[src/rtl/moving_avg_filter_if.sv]
// Codec FIFO handshake bundle for moving_avg_filter: ready flags, sample buses and pop/push strobes.
// master = filter side, slave = codec FIFO side.
interface moving_avg_filter_if #(
   parameter int unsigned DATA_W = 24,
   parameter int unsigned NCH    = 2
);
   logic                  read_ready;
   logic                  write_ready;
   logic [NCH*DATA_W-1:0] readdata;
   logic [NCH*DATA_W-1:0] writedata;
   logic                  read_out;
   logic                  write_out;

   modport master (
      input  read_ready, write_ready, readdata,
      output writedata, read_out, write_out
   );

   modport slave (
      output read_ready, write_ready, readdata,
      input  writedata, read_out, write_out
   );
endinterface

[src/rtl/moving_avg_filter.sv]
// Boxcar moving-average filter, NCH independent channels over 2^LOG2_N samples.
// Define MAF_ROUND_EN to round half-up on the output shift instead of flooring.
module moving_avg_filter #(
   parameter int unsigned DATA_W = 24,
   parameter int unsigned LOG2_N = 3,
   parameter int unsigned NCH    = 2
) (
   input  logic                clk,
   input  logic                reset,
   input  logic                clear,
   moving_avg_filter_if.master bus,
   output logic                primed
);
   localparam int unsigned N     = 1 << LOG2_N;
   localparam int unsigned ACC_W = DATA_W + LOG2_N;
   localparam int unsigned CNT_W = LOG2_N + 1;
`ifdef MAF_ROUND_EN
   localparam logic signed [ACC_W-1:0] HALF = ACC_W'(N / 2);
`endif

   typedef enum logic [0:0] {StClear, StRun} state_e;

   state_e                  state_q, state_d;
   logic [LOG2_N-1:0]       ptr_q, ptr_d;
   logic [CNT_W-1:0]        cnt_q, cnt_d;
   logic signed [ACC_W-1:0] acc_q [NCH];
   logic signed [ACC_W-1:0] acc_d [NCH];
   logic signed [ACC_W-1:0] acc_next [NCH];
   logic signed [ACC_W-1:0] x_ext [NCH];
   logic signed [ACC_W-1:0] old_ext [NCH];
   logic [NCH*DATA_W-1:0]   wd_q, wd_d;
   logic [DATA_W-1:0]       hist_q [NCH][N];
   logic [DATA_W-1:0]       hist_wdata [NCH];
   logic                    hist_we;
   logic                    accept;

   always_ff @(posedge clk or posedge reset) begin
      if (reset) begin
         state_q <= StClear;
      end else begin
         state_q <= state_d;
      end
   end

   always_comb begin
      state_d = state_q;
      if (clear) begin
         state_d = StClear;
      end else begin
         unique case (state_q)
            StClear: if (ptr_q == LOG2_N'(N - 1)) state_d = StRun;
            StRun:   state_d = StRun;
            default: state_d = StClear;
         endcase
      end
   end

   always_comb begin
      accept        = bus.read_ready & bus.write_ready & (state_q == StRun) & ~clear;
      bus.read_out  = accept;
      bus.write_out = accept;
      bus.writedata = wd_q;
      primed        = (cnt_q == CNT_W'(N));
   end

   // The CLEAR walk reuses ptr to zero one history slot per cycle.
   always_comb begin
      ptr_d   = ptr_q;
      cnt_d   = cnt_q;
      wd_d    = wd_q;
      hist_we = 1'b0;
      for (int unsigned c = 0; c < NCH; c++) begin
         x_ext[c]      = ACC_W'($signed(bus.readdata[c*DATA_W +: DATA_W]));
         old_ext[c]    = ACC_W'($signed(hist_q[c][ptr_q]));
         acc_next[c]   = acc_q[c] + x_ext[c] - old_ext[c];
         acc_d[c]      = acc_q[c];
         hist_wdata[c] = '0;
      end
      if (clear) begin
         ptr_d = '0;
         cnt_d = '0;
         wd_d  = '0;
         for (int unsigned c = 0; c < NCH; c++) acc_d[c] = '0;
      end else if (state_q == StClear) begin
         ptr_d   = ptr_q + 1'b1;
         hist_we = 1'b1;
      end else if (accept) begin
         ptr_d   = ptr_q + 1'b1;
         hist_we = 1'b1;
         if (cnt_q != CNT_W'(N)) cnt_d = cnt_q + 1'b1;
         for (int unsigned c = 0; c < NCH; c++) begin
            acc_d[c]      = acc_next[c];
            hist_wdata[c] = bus.readdata[c*DATA_W +: DATA_W];
`ifdef MAF_ROUND_EN
            wd_d[c*DATA_W +: DATA_W] = DATA_W'((acc_next[c] + HALF) >>> LOG2_N);
`else
            wd_d[c*DATA_W +: DATA_W] = DATA_W'(acc_next[c] >>> LOG2_N);
`endif
         end
      end
   end

   always_ff @(posedge clk or posedge reset) begin
      if (reset) begin
         ptr_q <= '0;
         cnt_q <= '0;
         wd_q  <= '0;
         for (int unsigned c = 0; c < NCH; c++) acc_q[c] <= '0;
      end else begin
         ptr_q <= ptr_d;
         cnt_q <= cnt_d;
         wd_q  <= wd_d;
         for (int unsigned c = 0; c < NCH; c++) acc_q[c] <= acc_d[c];
      end
   end

   // History is zeroed by the CLEAR walk, so it carries no reset.
   always_ff @(posedge clk) begin
      if (hist_we) begin
         for (int unsigned c = 0; c < NCH; c++) hist_q[c][ptr_q] <= hist_wdata[c];
      end
   end
endmodule

[src/flat_wrapper.sv]
// flat-port wrapper written by rule: the top's interface ports become plain ports
module moving_avg_filter_flat 
#(
   parameter int unsigned DATA_W = 24,
   parameter int unsigned LOG2_N = 3,
   parameter int unsigned NCH    = 2
)
  (clk, reset, clear, primed, bus_read_ready, bus_write_ready, bus_readdata, bus_writedata, bus_read_out, bus_write_out);
  moving_avg_filter_if #(.DATA_W(DATA_W), .NCH(NCH)) bus_i ();
  input  logic clk;
  input  logic reset;
  input  logic clear;
  output logic primed;
  input wire logic [$bits(bus_i.read_ready)-1:0] bus_read_ready;
  input wire logic [$bits(bus_i.write_ready)-1:0] bus_write_ready;
  input wire logic [$bits(bus_i.readdata)-1:0] bus_readdata;
  output wire logic [$bits(bus_i.writedata)-1:0] bus_writedata;
  output wire logic [$bits(bus_i.read_out)-1:0] bus_read_out;
  output wire logic [$bits(bus_i.write_out)-1:0] bus_write_out;
  assign bus_i.read_ready = bus_read_ready;
  assign bus_i.write_ready = bus_write_ready;
  assign bus_i.readdata = bus_readdata;
  assign bus_writedata = bus_i.writedata;
  assign bus_read_out = bus_i.read_out;
  assign bus_write_out = bus_i.write_out;
  moving_avg_filter #(.DATA_W(DATA_W), .LOG2_N(LOG2_N), .NCH(NCH)) u_core (.clk(clk), .reset(reset), .clear(clear), .bus(bus_i), .primed(primed));
endmodule
[config.mk]
export PLATFORM = sky130hd
export DESIGN_NAME = moving_avg_filter_flat
export DESIGN_NICKNAME = d
export VERILOG_FILES = /design/src/rtl/moving_avg_filter_if.sv /design/src/rtl/moving_avg_filter.sv /design/src/flat_wrapper.sv
export SDC_FILE = /design/constraint.sdc
export NUM_CORES = 1
export LEC_CHECK = 0
export ABC_AREA = 1
export CORE_MARGIN = 2
export CORE_UTILIZATION = 30
export CTS_BUF_LIST = sky130_fd_sc_hd__clkbuf_4 sky130_fd_sc_hd__clkbuf_8 sky130_fd_sc_hd__clkbuf_16
export DETAILED_ROUTE_END_ITERATION = 6
export PLACE_DENSITY = 0.57
export SKIP_LAST_GASP = 1
export SLEW_MARGIN = 20
export SYNTH_ARGS = -nofsm -noshare
export SYNTH_HDL_FRONTEND = slang
export SYNTH_SLANG_ARGS = --single-unit
export TNS_END_PERCENT = 100
[constraint.sdc]
create_clock -name clk -period 14.7 [get_ports clk]
set_input_delay 1.47 -clock clk [delete_from_list [all_inputs] [get_ports clk]]
set_output_delay 1.47 -clock clk [all_outputs]
set_load 0.03 [all_outputs]
==> impl_metrics.env, run 1 <==
export IMPL_hp_start="u_core.acc_q[48]$_DFFE_PP0P_"
export IMPL_cts_made_buffers=44
export IMPL_dieHeight_um=279
export IMPL_drt_first_pass_iters=5
export IMPL_regArea_mm2=0.0131
export IMPL_power_w=0.00535
export IMPL_dp_cells=3233
export IMPL_grt_max_degree=49
export IMPL_nFillCells=7482
export IMPL_cap_violations=0
export IMPL_fmax_ghz=0.212
export IMPL_dp_hpwl_um=42100
export IMPL_cp_required_ps=13230
export IMPL_clock_power_share=0.210
export IMPL_first_iter_violations=1336
export IMPL_multiInputGateArea_mm2=0.00731
export IMPL_pre_cts_ws_ps=9960
export IMPL_ys_ff_latch=446
export IMPL_grt_setup_unrepaired="false"
export IMPL_cts_path_max_buffers=3
export IMPL_path_class="primary input to primary output"
export IMPL_power_density_mw_per_mm2=207
export IMPL_syn_to_final_growth_pct=14.0
export IMPL_ctsHoldBuffers=0
export IMPL_cts_tree="built"
export IMPL_synth_top_cells_by_count="600 x nand2_1, 419 x inv_1, 384 x edfxtp_1"
export IMPL_ios=104
export IMPL_dpl_instance_area_mm2=0.0244
export IMPL_nets=2475
export IMPL_numPortBuffers=103
export IMPL_globalplace_congestion=0.868
export IMPL_htree_levels=2
export IMPL_setup_violations=0
export IMPL_outcome="completed"
export IMPL_seq_area_frac_synth=0.577
export IMPL_ir_drop_uv=87.2
export IMPL_power_switching_w=0.00236
export IMPL_track_usage=0.162
export IMPL_drv_slew=0
export IMPL_finalCritPeriodShare=0.321
export IMPL_fin_setup_tns_ps=0
export IMPL_power_share_switching=0.440
export IMPL_hold_viol=0
export IMPL_power_frac_comb=0.501
export IMPL_syn_inst=2244
export IMPL_num_antenna_cells=0
export IMPL_finalClockSkew_ps=21.1
export IMPL_core_mm2=0.0746
export IMPL_postRouteWirelength_um=63100
export IMPL_wire_per_inst_um=19.0
export IMPL_clk_latency_ps=570
export IMPL_final_cells=3312
export IMPL_crit_start="bus_write_ready"
export IMPL_worstPathArrival_ps=3240
export IMPL_seq_power_share=0.289
export IMPL_reg2reg_from="u_core.ptr_q[2]$_DFFE_PP0P_"
export IMPL_synth_async_reset_ratio=0.139
export IMPL_start_util=0.304
export IMPL_yosys_warnings=0
export IMPL_reg2reg_setup_slack_ps=10060
export IMPL_period_needed_ps=4710
export IMPL_layout_drive_gt1_share=0.0593
export IMPL_worstPathMaxFanout=4
export IMPL_hp_class="register to register"
export IMPL_internal_power_w=0.00300
export IMPL_syn_area_mm2=0.0227
export IMPL_setup_slack_ps=9990
export IMPL_yosysUniqueCellTypes=40
export IMPL_cts_resized=0
export IMPL_syn_num_nets=2409
export IMPL_clkTransAtPathRegs_ps=60
export IMPL_worstSetupStartpointType="primary input"
export IMPL_synth_area_leaders="edfxtp_1 51%, nand2_1 9.9%, inv_1 6.9%, dfrtp_1 6.8%, fa_1 4.6%"
export IMPL_grt_pass1_vias=15739
export IMPL_yosysTopAreaCellShare=0.509
export IMPL_viasPerCell=4.71
export IMPL_synth_edff_count=384
export IMPL_antenna_found_initial=0
export IMPL_cts_setup_buffers=0
export IMPL_dr_total_vias=15595
export IMPL_grt_overflow=0
export IMPL_ys_flop_type="edfxtp_1"
export IMPL_cts_root_buf="clkbuf_16"
export IMPL_tightestPinTransition_ps=905
export IMPL_synth_area_leader_cell="edfxtp_1"
export IMPL_p_leak_nw=10.9
export IMPL_slew_headroom=0.395
export IMPL_antenna_left=0
export IMPL_fin_area_mm2=0.0258
export IMPL_end_kind="primary output"
export IMPL_die_w_um=279
export IMPL_drcViolationCount=0
export IMPL_synth_most_common_cell="nand2_1"
export IMPL_grt_pass1_wl_um=95800
export IMPL_synth_avg_cell_area_um2=10.1
export IMPL_dieArea_mm2=0.0778
export IMPL_clock_sinks=446
export IMPL_row_count=100
worst max-delay path, stage by stage:
cell             delay, ps
clkdlybuf4s50_1        480
nand3_2                130
nor2_4                 400
clkdlybuf4s50_1        760
cell type report:
cell class / instances / share of cell area
flip-flops and latches: 446 / 0.506
multi-input cells: 1262 / 0.283
clock buffers: 63 / 0.0498
repair buffers: 124 / 0.0460
inverters: 432 / 0.0629
well taps: 969 / 0.0469
clock inverters: 16 / 0.00547
cell families (layout without fill, tap and decap cells):
logic type               Yosys count  count (layout)  share of synthesized area
adder cells (fa/ha/maj)          112             112                     0.0790
flip-flops                       446             446                      0.577
AND/OR/NAND/NOR                  898             898                      0.165
AO/OA/AOI/OAI                    244             244                     0.0723
multiplexers                       1               1                   0.000497
XOR/XNOR                           7               7                    0.00270
buffers and inverters            536             635                      0.103
cells in the final DEF, fill, tap and decap left out, types with 45 or more instances in the layout:
master,n
a21oi_1,52
o21ai_0,55
ha_1,60
clkdlybuf4s50_1,103
edfxtp_1,384
nand3_1,74
nand2_1,600
fa_1,52
dfrtp_1,62
a22oi_1,63
nor2_1,129
clkbuf_16,45
inv_1,418
nand4_1,51
sequential cells by signal, indices dropped and copies added, names as in the netlist:
signal / flops
u_core.acc_q: 53
u_core.cnt_q: 4
u_core.hist_q: 384
u_core.state_q: 1
u_core.ptr_q: 3
u_core.bus.writedata: 1
power by group through the flow:
stage	Sequential [W]	Clock [W]	Combinational, W
global route	0.00156	0.00119	0.00305
finish	0.00155	0.00113	0.00268
detailed placement	0.00157	0	0.00266
floorplan	0.00157	0	0.00192
CTS	0.00155	0.00115	0.00268
global placement	0.00157	0	0.00264
through the flow:
| stage | util | hold WS [ps] |
|---|---|---|
| 2_1_floorplan | - | 472 |
| 3_3_place_gp | 0.328 | 490 |
| 3_5_place_dp | 0.328 | 496 |
| 4_1_cts | 0.347 | 514 |
| 5_1_grt | 0.347 | 546 |
| 6_report | 0.347 | 509 |
per-layer routing:
| layer | routed length [µm] | global-route usage | vias to the layer above |
|---|---|---|---|
| li1 | - | - | 7462 |
| met1 | 26800 | 0.210 | 7583 |
| met2 | 31300 | 0.284 | 460 |
| met3 | 3400 | 0.0220 | 90 |
| met4 | 1590 | 0.0466 | 0 |
| met5 | 0 | 0 | - |
worst paths after layout:
kind,to,cells past startpoint
max in group asynchronous,u_core.ptr_q[1]$_DFFE_PP0P_,3
setup reg to reg,u_core.acc_q[19]$_DFFE_PP0P_,17
min in group asynchronous,u_core.acc_q[47]$_DFFE_PP0P_,2
setup / recovery,bus_write_out,4
hold reg to reg,u_core.acc_q[48]$_DFFE_PP0P_,2
hold / removal,u_core.acc_q[48]$_DFFE_PP0P_,2
Power figures use the tool's default switching activity.
==> run 2, diff against run 1 <==
Settings changed: PLACE_DENSITY 0.57 to 0.59.
Clock period 14.7 ns to 4.2 ns, I/O delays scaled along.
==> run 2 against run 1 <==
Sequential cell count did not move. Sequential power rose to 3.5 times the previous value. Core utilization is 0.40 points higher. Count of clock-buffer cells in the layout shrank 5. Clock power grew to 3.4 times the previous value. Non-clock buffer count up 32. Largest power group unchanged. Via count fell by 0.31%. Critical path depth increased by 15.
==> impl_metrics.env, run 2 (synthesized netlist as in run 1, its figures left out) <==
export IMPL_grt_pass1_wl_um=92900
export IMPL_start_util=0.304
export IMPL_wire_per_inst_um=18.5
export IMPL_dr_total_vias=15547
export IMPL_power_w=0.0187
export IMPL_ir_drop_uv=284
export IMPL_clkTransAtPathRegs_ps=70
export IMPL_nets=2506
export IMPL_cts_tree="built"
export IMPL_grt_setup_unrepaired="false"
export IMPL_cts_made_buffers=43
export IMPL_finalClockSkew_ps=19.3
export IMPL_cts_root_buf="clkbuf_16"
export IMPL_cp_required_ps=4650
export IMPL_drcViolationCount=0
export IMPL_cts_path_max_buffers=3
export IMPL_drv_slew=0
export IMPL_slew_headroom=0.317
export IMPL_regMostFlops="u_core.hist_q"
export IMPL_utilization=0.351
export IMPL_syn_to_final_growth_pct=15.4
export IMPL_setup_violations=0
export IMPL_worstSetupStartpointType="register"
export IMPL_cts_setup_buffers=0
export IMPL_ios=104
export IMPL_ctsHoldBuffers=0
export IMPL_postRouteWirelength_um=62000
export IMPL_clk_latency_ps=550
export IMPL_cap_violations=0
export IMPL_most_common_layout_cells="600 x nand2_1, 418 x inv_1, 384 x edfxtp_1"
export IMPL_drt_first_pass_iters=7
export IMPL_largest_reg_flops=384
export IMPL_layout_drive_gt1_share=0.0725
export IMPL_worstPathMaxFanout=19
export IMPL_numPortBuffers=103
export IMPL_tightestPinTransition_ps=1020
export IMPL_period_needed_ps=3880
export IMPL_nFillCells=7477
export IMPL_grt_max_degree=65
export IMPL_reg_top3="u_core.hist_q: 384 flops, u_core.acc_q: 53 flops, u_core.cnt_q: 4 flops"
export IMPL_antenna_found_initial=1
export IMPL_die_w_um=279
export IMPL_viasPerCell=4.65
export IMPL_grt_pass1_vias=15024
export IMPL_hp_class="primary input to async pin"
export IMPL_antenna_left=0
export IMPL_fmax_ghz=0.258
export IMPL_finalCritPeriodShare=0.923
export IMPL_first_iter_violations=1281
export IMPL_p_leak_nw=11.0
export IMPL_path_class="register to register"
export IMPL_cts_resized=0
export IMPL_end_kind="register"
export IMPL_hold_viol=0
export IMPL_dieArea_mm2=0.0778
export IMPL_core_mm2=0.0746
export IMPL_dp_hpwl_um=43200
export IMPL_htree_levels=2
export IMPL_dieHeight_um=279
export IMPL_clock_sinks=446
export IMPL_power_density_mw_per_mm2=715
export IMPL_track_usage=0.157
export IMPL_worstPathArrival_ps=4320
export IMPL_outcome="completed"
export IMPL_row_count=100
export IMPL_final_common_cell="nand2_1"
export IMPL_grt_overflow=0
export IMPL_globalplace_congestion=0.905
run 2: cell types whose count changed in the layout (fill, tap and decap cells not counted), sizes merged:
cell / delta
buf: +32
bufinv: -1
clkbuf: -5
clkinv: +1
clkinvlp: +5
diode: +1
inv: -1
run 2: where the power goes:
group	switching, W	internal, W	leakage, nW
sequential	0.000128	0.00526	4.46
clock	0.00166	0.00216	0.688
combinational	0.00640	0.00308	5.87
run 2: metrics by stage:
| step | setup TNS (ps) | worst slack [ps] | instance area [µm²] | hold slack (ps) | cells |
|---|---|---|---|---|---|
| 2_1_floorplan | -166860 | -1740 | 22700 | 472 | 2244 |
| 3_3_place_gp | 0 | 138 | 24700 | 497 | 3265 |
| 3_5_place_dp | 0 | 143 | 24700 | 503 | 3265 |
| 4_1_cts | 0 | 134 | 26100 | 406 | 3343 |
| 5_1_grt | 0 | 55.8 | 26100 | 451 | 3343 |
| 6_report | 0 | 322 | 26100 | 398 | 3344 |
run 2: routing by layer:
metal,vias up,global-route usage,routed length (µm)
met4,0,0.0338,1030
met2,402,0.277,31000
li1,7544,-,-
met5,-,0,0
met3,68,0.0198,2820
met1,7533,0.207,27200
run 2: final cells by class:
class | instances | area (µm²) | area share
clock buffer | 58 | 1250 | 0.0478
timing repair buffer | 156 | 1500 | 0.0575
inverter | 432 | 1630 | 0.0624
antenna | 1 | 2.50 | 0.0000957
clock inverter | 20 | 146 | 0.00560
multi-input combinational | 1262 | 7320 | 0.280
tap | 969 | 1210 | 0.0464
sequential | 446 | 13100 | 0.500
run 2: final timing paths:
path | from | endpoint | slack, ps | depth (start not counted)
max in group asynchronous | reset | u_core.state_q$_DFF_PP0_ | 2900 | 3
setup / recovery | u_core.ptr_q[2]$_DFFE_PP0P_ | u_core.acc_q[46]$_DFFE_PP0P_ | 320 | 19
hold / removal | reset | u_core.acc_q[43]$_DFFE_PP0P_ | 400 | 2
min in group clk | u_core.acc_q[46]$_DFFE_PP0P_ | u_core.acc_q[46]$_DFFE_PP0P_ | 510 | 2
hold reg to reg | u_core.acc_q[46]$_DFFE_PP0P_ | u_core.acc_q[46]$_DFFE_PP0P_ | 510 | 2
setup reg to reg | u_core.ptr_q[2]$_DFFE_PP0P_ | u_core.acc_q[46]$_DFFE_PP0P_ | 320 | 19
run 2: worst max-delay path, cell delays in order (launching register included):
cell and delay [ps]:
dfrtp_1 410, buf_4 220, nand3_4 110, inv_4 120, buf_4 210, buf_4 190, a22oi_1 170, and3_1 180
nand4_1 140, fa_1 520, inv_1 40, ha_1 390, nand2_1 140, nor2_2 180, and2_1 180, nand4_1 180
nand3_1 140, nand2_1 60, nand3_1 120, nand2_1 60
==> patch 1, RTL diff (config.mk and constraints of run 2) <==
`DATA_W` is set to 24 in 3 places; all go to 20.
--- a/src/rtl/moving_avg_filter_if.sv
+++ b/src/rtl/moving_avg_filter_if.sv
@@ -3,3 +3,3 @@
 interface moving_avg_filter_if #(
-   parameter int unsigned DATA_W = 24,
+   parameter int unsigned DATA_W = 20,
    parameter int unsigned NCH    = 2
--- a/src/rtl/moving_avg_filter.sv
+++ b/src/rtl/moving_avg_filter.sv
@@ -3,3 +3,3 @@
 module moving_avg_filter #(
-   parameter int unsigned DATA_W = 24,
+   parameter int unsigned DATA_W = 20,
    parameter int unsigned LOG2_N = 3,
--- a/src/flat_wrapper.sv
+++ b/src/flat_wrapper.sv
@@ -3,3 +3,3 @@
 #(
-   parameter int unsigned DATA_W = 24,
+   parameter int unsigned DATA_W = 20,
    parameter int unsigned LOG2_N = 3,
Ports: changed (resized bus_readdata and bus_writedata); port bits go from 104 to 88. No check against the original RTL was run, so the function may have changed too.
==> patch 1 against run 2 <==
- design area fell by 16%
- worst setup slack got worse by 0.054 ns
- fmax fell by 1.4%
- area after synthesis fell by 17%
- routed wire length fell by 15%
- cell count fell by 15%
- sequential cell count fell by 72
- core utilization rose by 0.43 points
Power is not compared: it rests on default switching activity, and its combinational part moved more than twofold at a synthesized area within 25%.
==> patch 1: results (changes against run 2) <==
Global route
  – Initial antenna violation count: 0 (was 1)
  – First-pass GRT wire length: 79730 µm (was 92930 µm)
  – Largest net degree at the start of global routing: 41 (was 65)
  – Vias in the first global route: 12980 (was 15020)
  – Gr usage total: 0.1630 (was 0.1573)
  – Met2 Use GR: 0.2811 (was 0.2767)

Synth
  – Top cells by count, synth: 521 x nand2_1, 341 x inv_1, 320 x edfxtp_1 (was 600 x nand2_1, 419 x inv_1, 384 x edfxtp_1)
  – Gate Count Post-Synth: 1878 (was 2244)
  – Unique masters post-synth: 37 (was 40)
  – Synth top area cells: edfxtp_1 51%, nand2_1 10%, dfrtp_1 7.2%, inv_1 6.8%, fa_1 4.7% (was edfxtp_1 51%, nand2_1 9.9%, inv_1 6.9%, dfrtp_1 6.8%, fa_1 4.6%)
  – Seq/Total Area, Yosys: 0.5833 (was 0.5772)
  – Post-synth ARST share: 0.1444 (was 0.1390)
  – Number of enable flip-flop cells after synthesis: 320 (was 384)

Drt
  – 1st-pass router iterations: 5 (was 7)
  – WL met2: 25700 µm (was 30980 µm)
  – Met3 WL: 2828 µm (was 2817 µm)
  – Post-Route M1 WL: 22930 µm (was 27150 µm)

Layout
  – Filler instances: 6170 (was 7477)
  – Multi-input combinational cell area: 6096 µm² (was 7316 µm²)
  – Top flop regs: u_core.hist_q: 320 flops, u_core.acc_q: 45 flops, u_core.cnt_q: 4 flops (was u_core.hist_q: 384 flops, u_core.acc_q: 53 flops, u_core.cnt_q: 4 flops)
  – Antenna diodes: 0 (was 1)

Setup path
  – FF-to-FF path depth: 20 (was 19)
  – CP arrival: 4.35 ns (was 4.32 ns)
  – Critical R2R Capture: u_core.acc_q[17] (was u_core.acc_q[46])
  – Worst-path fanout max: 12 (was 19)

Timing
  – Min Hold Slack: 0.3570 ns (was 0.3976 ns)
  – Skew final: 0.03516 ns (was 0.01932 ns)
  – Slew headroom: 0.3779 (was 0.3170)
  – Setup ws final: 0.2685 ns (was 0.3220 ns)

Placed design
  – Post-Place Cell Area: 20760 µm² (was 24740 µm²)
  – Number of port buffers: 87 (was 103)
  – Pre-CTS setup slack: 0.1943 ns (was 0.1433 ns)
  – RD Place Congestion: 0.9087 (was 0.9047)
  – Placed insts: 2770 (was 3265)

Status
  – Outcome: finished, final reports clean (unchanged)
-- patch 1: cells by family after synthesis --
group,count (synthesis),synth area share
mux,1,0.0005993
simple gates,767,0.1663
buf+inv,434,0.09676
flops,374,0.5833
compound gates,200,0.06866
xor+xnor,6,0.002797
fa+ha+maj,96,0.08151
-- patch 1: critical path, delay by kind of cell, from the launching register on --
family | cells | cell delay (ns)
AOI/OAI and AO/OA | 2 | 0.34
adders and majority gates | 2 | 0.92
buffers and inverters | 5 | 0.77
DFF | 1 | 0.43
and+or+nand+nor | 11 | 1.33
-- patch 1: layout make-up --
type                    instances  area share
inverters                     351     0.06033
repair buffers                138     0.06112
multi-input cells            1070      0.2778
flip-flops and latches        374      0.4995
clock buffers                  45     0.04653
clock inverters                25    0.006956
well taps                     837     0.04772
==> patch 2, RTL diff (config.mk and constraints of run 2) <==
Without the edit above. Make the reset (`reset`) synchronous in 2 clocked blocks.
--- a/src/rtl/moving_avg_filter.sv
+++ b/src/rtl/moving_avg_filter.sv
@@ -36,3 +36,3 @@
 
-   always_ff @(posedge clk or posedge reset) begin
+   always_ff @(posedge clk) begin
       if (reset) begin
@@ -102,3 +102,3 @@
 
-   always_ff @(posedge clk or posedge reset) begin
+   always_ff @(posedge clk) begin
       if (reset) begin
Function: same outputs for any inputs over 4 cycles, from zero or initial values and one cycle with reset high; that may be too few to reach the edited logic, so the function may still have changed.
==> patch 2 against run 2 <==
- via count rose by 1.4%
- worst setup slack lost 0.028 ns
- core utilization barely moved
- routed wire length is 1.9% lower
- die area down 0.47%
- critical path depth is 1 lower
- area after synthesis is 0.48% lower
- non-clock buffer count increased by 1
- design area about the same
- clock skew down 0.0053 ns
- sequential cell count is the same
- critical path type unchanged
- highest routed layer unchanged
Power is not compared: it rests on default switching activity, and its combinational part moved more than twofold at a synthesized area within 25%.
==> patch 2: results (changes against run 2) <==
Setup path
  – Worst-path fanout max: 16 (was 19)
  – Crit path largest cell delay: 0.56 ns (was 0.52 ns)
  – CP arrival: 4.37 ns (was 4.32 ns)
  – R2R setup slack: 0.29 ns (was 0.32 ns)

Layout
  – Share of layout cells above drive strength 1: 0.06730 (was 0.07245)
  – Antenna diodes: 0 (was 1)
  – Filler instances: 7451 (was 7477)

Clock tree
  – Clk_lat worst skew: 0.57 ns (was 0.55 ns)

Timing
  – Min Hold Slack: 0.4623 ns (was 0.3976 ns)
  – Slew headroom: 0.2810 (was 0.3170)
  – Skew final: 0.01400 ns (was 0.01932 ns)

Synth
  – Top cells by count, synth: 547 x nand2_1, 485 x inv_1, 384 x edfxtp_1 (was 600 x nand2_1, 419 x inv_1, 384 x edfxtp_1)
  – Seq/Total Area, Yosys: 0.5662 (was 0.5772)
  – Synth top area cells: edfxtp_1 51%, nand2_1 9.1%, inv_1 8.1%, dfxtp_1 5.5%, fa_1 4.6% (was edfxtp_1 51%, nand2_1 9.9%, inv_1 6.9%, dfrtp_1 6.8%, fa_1 4.6%)
  – Syn Nets: 2475 (was 2409)

Drt
  – Avg WL per Cell: 17.84 µm (was 18.53 µm)
  – 1st-pass router iterations: 7 (unchanged)
  – First DRT Iteration DRCs: 1175 (was 1281)

Min path
  – Class of the worst hold path: reg -> reg (was in -> async)

Global route
  – Vias in the first global route: 15300 (was 15020)
  – Initial antenna violation count: 0 (was 1)
  – First-pass GRT wire length: 92440 µm (was 92930 µm)
  – Gr usage total: 0.1556 (was 0.1573)
  – Largest net degree at the start of global routing: 62 (was 65)

Placed design
  – Detailed Place HPWL: 42760 µm (was 43210 µm)
  – Number of port buffers: 103 (unchanged)

Status
  – Outcome: finished, final reports clean (unchanged)
## patch 2: cell families (layout without fill, tap and decap cells)
| logic type | after synthesis | count (layout) | share of synthesized area |
|---|---|---|---|
| buffers and inverters | 607 | 734 | 0.1122 |
| adders and majority gates | 112 | 112 | 0.07943 |
| xor gates and xnor gates | 25 | 25 | 0.009707 |
| and+or+nand+nor | 844 | 844 | 0.1539 |
| AOI/OAI and AO/OA | 276 | 276 | 0.07865 |
| DFF | 446 | 446 | 0.5662 |
## patch 2: path summary, 6_finish.rpt
kind / endpoint / start / depth (start not counted)
setup reg to reg: u_core.bus.writedata[38] / u_core.ptr_q[0] / 18
setup / recovery: u_core.bus.writedata[38] / u_core.ptr_q[0] / 18
hold / removal: u_core.acc_q[0][0] / u_core.acc_q[0][0] / 2
hold reg to reg: u_core.acc_q[0][0] / u_core.acc_q[0][0] / 2
## patch 2: routing by layer
| layer | up-vias | part of all wire | global-route usage |
|---|---|---|---|
| li1 | 7680 | - | - |
| met1 | 7577 | 0.45 | 0.2110 |
| met2 | 460 | 0.48 | 0.2631 |
| met3 | 46 | 0.060 | 0.02426 |
| met4 | 0 | 0.017 | 0.03243 |
| met5 | - | 0 | 0 |
## patch 2: metrics by stage
step	worst slack [ns]	utilization	instances	cell area [µm²]
floorplan	1.095	-	2310	22560
global placement	0.06570	0.3317	3327	24690
detailed placement	0.03354	0.3317	3327	24690
CTS	0.01693	0.3510	3406	26130
global route	0.01025	0.3511	3406	26140
finish	0.2944	0.3511	3406	26140
## patch 2: power by group through the flow
stage,registers (W),logic (W),clock network [W]
floorplan,0.00491,0.00116,0
global placement,0.00491,0.00168,0
detailed placement,0.00491,0.00168,0
CTS,0.00482,0.00170,0.00405
global route,0.00482,0.00193,0.00420
finish,0.00482,0.00170,0.00397
## patch 2: layout make-up
class	count	area (µm²)	share of cell area
Tap cell	969	1212	0.04638
Clock inverter	25	274.0	0.01048
Timing Repair Buffer	157	1569	0.06003
Sequential cell	446	12780	0.4888
Inverter	498	1872	0.07161
Multi-Input combinational cell	1257	7271	0.2782
Clock buffer	54	1165	0.04456
## patch 2: repair_timing
action,in CTS,in global routing
gates resized for setup,0,6
hold buffers,0,0
endpoints found under the setup margin,0,13
## patch 2: worst reg2reg max path: stages (launching register included)
cell and delay, ns:
dfxtp_2 0.40, inv_2 0.09, nand3_1 0.16, inv_4 0.15
buf_4 0.22, a221oi_1 0.33, nand4_1 0.29, fa_1 0.56
inv_1 0.05, ha_1 0.33, nand2_1 0.14, nor2_2 0.21
nand3_1 0.13, nand3_1 0.22, nand3_1 0.17, nand3_1 0.10
nand3_1 0.12, nand2_1 0.10, inv_1 0.04
